## src/rtl/dmem_port_arbiter_pkg.sv

```systemverilog
// Shared types and constants for the DataMemory port arbiter: FSM encoding,
// burst length, full-word access encoding and the beat address helper.
package dmem_port_arbiter_pkg;

  typedef enum logic [1:0] {
    ST_IDLE  = 2'd0,
    ST_BURST = 2'd1,
    ST_DONE  = 2'd2
  } state_t;

  localparam int         BEATS     = 4;
  localparam logic [1:0] LAST_BEAT = 2'(BEATS - 1);
  localparam logic [1:0] WORD_ACC  = 2'b00;

  // Beat addresses stay inside the aligned 16-byte line; no carry into bit 4.
  function automatic logic [31:0] beat_addr(input logic [27:0] base,
                                            input logic [1:0]  beat);
    return {base, beat, 2'b00};
  endfunction

endpackage

```

## src/rtl/dmem_blk_assembler.sv

```systemverilog
// Block data path: latches the 128-bit store data at grant, selects the store
// word for the current beat, and inserts load words into the 128-bit result.
module dmem_blk_assembler
  import dmem_port_arbiter_pkg::*;
(
  input  logic         clk,
  input  logic         rst,
  input  logic         latch_en,
  input  logic [127:0] store_data,
  input  logic         capture_en,
  input  logic [1:0]   beat,
  input  logic [31:0]  read_word,
  output logic [127:0] load_data,
  output logic [31:0]  store_word
);

  logic [127:0] store_q;
  logic [6:0]   lane;

  assign lane = {beat, 5'd0};

  // NOTE: sequential state uses non-blocking assignments so every register
  // samples pre-edge values; both 128-bit registers are reset because
  // load_data is a visible output that must read 0 out of reset.
  always_ff @(posedge clk or posedge rst) begin
    if (rst) begin
      store_q   <= '0;
      load_data <= '0;
    end else begin
      if (latch_en)   store_q <= store_data;
      if (capture_en) load_data[lane +: 32] <= read_word;
    end
  end

  assign store_word = store_q[lane +: 32];

endmodule

```

## src/rtl/dmem_port_arbiter.sv

```systemverilog
// Shares the MEM-stage DataMemory port between single-cycle pipeline accesses
// and a non-preemptible 4-beat, 128-bit block requester with starvation guard.
module dmem_port_arbiter
  import dmem_port_arbiter_pkg::*;
#(
  parameter int STARVE_LIMIT = 4,
  parameter int CNT_W        = 3
) (
  input  logic         Clock,
  input  logic         Reset,
  input  logic         PipeMemRead,
  input  logic         PipeMemWrite,
  input  logic [31:0]  PipeAddress,
  input  logic [31:0]  PipeWriteData,
  input  logic [1:0]   PipeByteSel,
  input  logic [1:0]   PipeL16B,
  output logic         PipeStall,
  input  logic         BlkReq,
  input  logic         BlkWrite,
  input  logic [31:0]  BlkAddress,
  input  logic [127:0] BlkWriteData,
  output logic [127:0] BlkReadData,
  output logic         BlkDone,
  output logic [31:0]  MemAddress,
  output logic [31:0]  MemWriteData,
  output logic [1:0]   MemByteSel,
  output logic [1:0]   MemL16B,
  output logic         MemRead,
  output logic         MemWrite,
  input  logic [31:0]  MemReadData
);

  localparam logic [CNT_W-1:0] LIMIT = CNT_W'(STARVE_LIMIT);

  state_t           state, state_nxt;
  logic [1:0]       beat;
  logic [CNT_W-1:0] starve_cnt;
  logic [27:0]      base;
  logic             blk_write;
  logic             pipe_req;
  logic             grant;
  logic [31:0]      store_word;

  assign pipe_req = PipeMemRead | PipeMemWrite;
  assign grant    = (state == ST_IDLE) && BlkReq && (!pipe_req || starve_cnt >= LIMIT);

  always_ff @(posedge Clock or posedge Reset) begin
    if (Reset) begin
      state      <= ST_IDLE;
      beat       <= '0;
      starve_cnt <= '0;
      base       <= '0;
      blk_write  <= 1'b0;
    end else begin
      state <= state_nxt;
      case (state)
        ST_IDLE: begin
          beat <= '0;
          if (grant) begin
            base       <= BlkAddress[31:4];
            blk_write  <= BlkWrite;
            starve_cnt <= '0;
          end else if (BlkReq) begin
            // Deferred by pipeline traffic; saturate at the limit.
            if (starve_cnt < LIMIT) starve_cnt <= starve_cnt + 1'b1;
          end else begin
            starve_cnt <= '0;
          end
        end
        ST_BURST: beat <= beat + 1'b1;
        default:  beat <= '0;
      endcase
    end
  end

  // NOTE: every output and next-state term gets a default first so no path
  // through the case leaves a value unassigned and infers a latch.
  always_comb begin
    state_nxt    = state;
    PipeStall    = 1'b0;
    BlkDone      = 1'b0;
    MemAddress   = '0;
    MemWriteData = '0;
    MemByteSel   = '0;
    MemL16B      = '0;
    MemRead      = 1'b0;
    MemWrite     = 1'b0;
    case (state)
      ST_IDLE: begin
        if (grant) begin
          state_nxt = ST_BURST;
          PipeStall = pipe_req;
        end else if (pipe_req) begin
          MemAddress   = PipeAddress;
          MemWriteData = PipeWriteData;
          MemByteSel   = PipeByteSel;
          MemL16B      = PipeL16B;
          MemRead      = PipeMemRead;
          MemWrite     = PipeMemWrite;
        end
      end
      ST_BURST: begin
        PipeStall    = 1'b1;
        MemAddress   = beat_addr(base, beat);
        MemByteSel   = WORD_ACC;
        MemL16B      = WORD_ACC;
        MemRead      = !blk_write;
        MemWrite     = blk_write;
        MemWriteData = blk_write ? store_word : '0;
        if (beat == LAST_BEAT) state_nxt = ST_DONE;
      end
      ST_DONE: begin
        BlkDone   = 1'b1;
        PipeStall = pipe_req;
        state_nxt = ST_IDLE;
      end
      default: state_nxt = ST_IDLE;
    endcase
    // The IDLE pass-through is combinational, so hold the port quiet while
    // reset is asserted rather than forwarding pipeline requests.
    if (Reset) begin
      PipeStall    = 1'b0;
      MemAddress   = '0;
      MemWriteData = '0;
      MemByteSel   = '0;
      MemL16B      = '0;
      MemRead      = 1'b0;
      MemWrite     = 1'b0;
    end
  end

  dmem_blk_assembler u_asm (
    .clk        (Clock),
    .rst        (Reset),
    .latch_en   (grant),
    .store_data (BlkWriteData),
    .capture_en ((state == ST_BURST) && !blk_write),
    .beat       (beat),
    .read_word  (MemReadData),
    .load_data  (BlkReadData),
    .store_word (store_word)
  );

endmodule

```

## config.mk

```make
export PLATFORM = sky130hd
export DESIGN_NAME = dmem_port_arbiter
export DESIGN_NICKNAME = d
export VERILOG_FILES = /design/src/rtl/dmem_port_arbiter_pkg.sv /design/src/rtl/dmem_blk_assembler.sv /design/src/rtl/dmem_port_arbiter.sv
export SDC_FILE = /design/constraint.sdc
export NUM_CORES = 1
export LEC_CHECK = 0
export BUFFER_PORTS_ARGS = -buffer_cell sky130_fd_sc_hd__buf_4
export CAP_MARGIN = 20
export CORE_AREA = 2 2 180 182
export CTS_CLUSTER_DIAMETER = 40
export DETAILED_ROUTE_END_ITERATION = 7
export DIE_AREA = 0 0 182 184
export PLACE_DENSITY = 0.69
export SETUP_SLACK_MARGIN = 0.2
export SLEW_MARGIN = 20
export SYNTH_ARGS = -nofsm -noshare
export SYNTH_HDL_FRONTEND = slang
export SYNTH_SLANG_ARGS = --single-unit
```

## constraint.sdc

```tcl
create_clock -name Clock -period 33.7 [get_ports Clock]
set_clock_uncertainty 0.15 [all_clocks]
set_input_delay 6.74 -clock Clock [delete_from_list [all_inputs] [get_ports Clock]]
set_output_delay 6.74 -clock Clock [all_outputs]
set_load 0.01 [all_outputs]
```

==> results.md <==
- Core Footprint: 0.0314 mm²
- Drt first pass iters: 7
- Worst hold path class: reg -> reg
- CP arrival: 8.51 ns
- Synthesized cell area: 0.0133 mm²
- RSZ-0062 raised after global routing: false
- PD cells: 95.0 mW/mm²
- Run status: finished, final reports clean
- Hpwl dp: 27.9 mm
- Setup Fix Bufs, Post-CTS: 0
- H-tree levels: 2
- Die area: 0.0335 mm²
- Hold depth: 2
- Relative slew slack: 10.4%
- Syn Area/Cell: 12.1 µm²
- Crit share post-route: 45.7%
- WL/cell: 20.2 µm
- Vias per cell: 5.17
- Clock Pin Slew Worst Setup and Hold Paths: 0.06 ns
- Max-cap viol count: 0
- Max frequency: 65.0 MHz
- Initial antenna violation count: 1
- GRT overflow: 0
- Final antenna-violating net count: 0
- Setup violations, final: 0
- Hold_buf cts: 0
- Row Count: 65
- Minimum clock period: 15.40 ns
- CTS buffer count: 45
- Yosys cell types: 33
- Clock Sinks: 292
- Seq/Total Area, Yosys: 55.0%
- Sum Neg Setup Slack: 0 ns
- Critical path required time: 26.81 ns
- DR vias: 10220
- Final #Nets: 1808
- Initial drt markers: 473
- Slew Limit Fails: 0
- Syn nets: 1373
- Share of the synthesized area in the top cell type: 55.0%
- Number of flops mapped to enable cells by yosys: 0
- Layout cells sized above 1: 46.5%
- Die X: 182 µm
- Post-synth ARST share: 100%
- Hold WS: 0.326 ns
- Final hold vios: 0
- Leakage: 0.00900 µW
- FF-to-FF path depth: 5
- Skew-Pair Late Insertion Delay: 0.51 ns
- Starting density of the core: 42.3%
- I/O Buffers: 461
- Beginning of the worst hold path: u_asm.load_data[110]
- Critical path class: in -> out
- Peak supply drop: 0.0000495 V
- Drt total wl: 39.9 mm
- Drc violations: 0
- Top_reg_cell synth: dfrtp_1
- Area leader, netlist: dfrtp_1
- Total GRT Usage: 23.8%
- Die H: 184 µm
- Hold EP: u_asm.load_data[110]
- Critical Path Start Type: primary input
- Synth warn: 0
- CTS root buf: clkbuf_16
- Post-CTS sizing: 0
- Cells after Synth: 1102
- Worst r2r src: beat[1]
- CTS Buffer Depth: 3
- CTS tree: done
- Synthesis-to-layout area growth: 39.6%
- Largest net degree at the start of global routing: 159
- Reg2Reg Setup Slack: 30.75 ns
- Worst Path Max Fanout: 38
- GPL Wtd Cong: 0.819
- #FFs+latches synth: 292
- Io pins: 466
- First-pass GRT wire length: 62.1 mm
- Synth top area cells: dfrtp_1 (55%), mux2_4 (10%), nand2_1 (7.3%), mux4_2 (5.4%), o21ai_0 (4.3%)
- FF-to-FF End: u_asm.load_data[0]
- Crit. End Element: output pin
- Worst-Margin Slew: 1.34 ns
- Vias in the first global route: 10882
placed cells by master (no fill, tap or decap), drive strengths merged, types with 8 or more instances in the layout:
master and instances:
clkbuf 58, mux2 157, buf 478, clkinv 8, a22o 32, inv 8, nor2 36, a32oi 30
o21ai 135, nand2 259, dfrtp 292, and2 8, mux4 32
state kept, by name, indices dropped and copies added, names as in the netlist:
register         count
base                28
beat                 2
starve_cnt           3
state                2
u_asm.load_data    128
blk_write            1
u_asm.store_q      128
cell type report:
| type | instances | area (µm²) |
|---|---|---|
| Timing Repair Buffer | 478 | 3600 |
| Clock buffer | 58 | 1280 |
| Sequential cell | 292 | 7310 |
| Tap cell | 402 | 503 |
| Antenna cell | 3 | 7.51 |
| Fill cell | 2651 | 12900 |
| Clock inverter | 23 | 289 |
| Multi-Input combinational cell | 717 | 5530 |
| Inverter | 3 | 18.8 |
critical path: stages:
cell and delay [ns]:
buf_4 0.14, a211oi_4 0.19, buf_4 0.37, and3_1 0.22
buf_4 0.42, a22o_1 0.26, buf_4 0.14
cell families after synthesis:
group | synth area share, %
muxes | 21.3
DFF | 55.0
buffers and inverters | 3.77
AOI/OAI and AO/OA | 9.61
adders and majority gates | 0.471
and+or+nand+nor | 9.85
cells in the mapped netlist (14+ instances only):
library cell	number
dfrtp_1	292
nand2_1	259
o21ai_0	114
mux2_4	90
clkbuf_1	49
mux2_2	38
nor2_1	35
a22o_1	32
mux4_2	32
a32oi_1	30
mux2_1	29
buf_2	22
o21ai_1	21
buf_6	14
worst max path at each step:
| stage | start | end | cells after the start |
|---|---|---|---|
| floorplan | Reset | MemWriteData[10] | 5 |
| global placement | BlkReq | MemWriteData[29] | 7 |
| detailed placement | BlkReq | MemWriteData[29] | 7 |
| CTS | BlkReq | MemWriteData[29] | 7 |
| global route | BlkReq | MemWriteData[29] | 7 |
| finish | BlkReq | MemWriteData[29] | 7 |
power breakdown:
part,total [µW],leakage [µW],switching (µW),internal [µW]
clock network,478,0.000756,170,308
registers,632,0.00366,113,518
logic,651,0.00458,294,357
per-stage QoR:
stage	cells	setup WS [ns]	utilization [%]	instance area [µm²]	total power, µW
after floorplan	1102	12.73	-	13300	1000
after global placement	1892	18.29	54.0	17000	1270
after detailed placement	1892	18.29	54.0	17000	1290
after CTS	1973	18.29	59.0	18500	1780
after global routing	1974	18.23	59.0	18500	1860
final	1976	18.30	59.0	18500	1760
per-layer routing:
metal  track usage, %  vias to the layer above  routed length [µm]
li1                 -                     4724                   -
met1             28.3                     5036               15700
met2             41.6                      389               19900
met3             7.45                       71                3360
met4             6.61                        0                 954
met5                0                        -                   0
No activity file was read; power rests on OpenSTA's default activity.
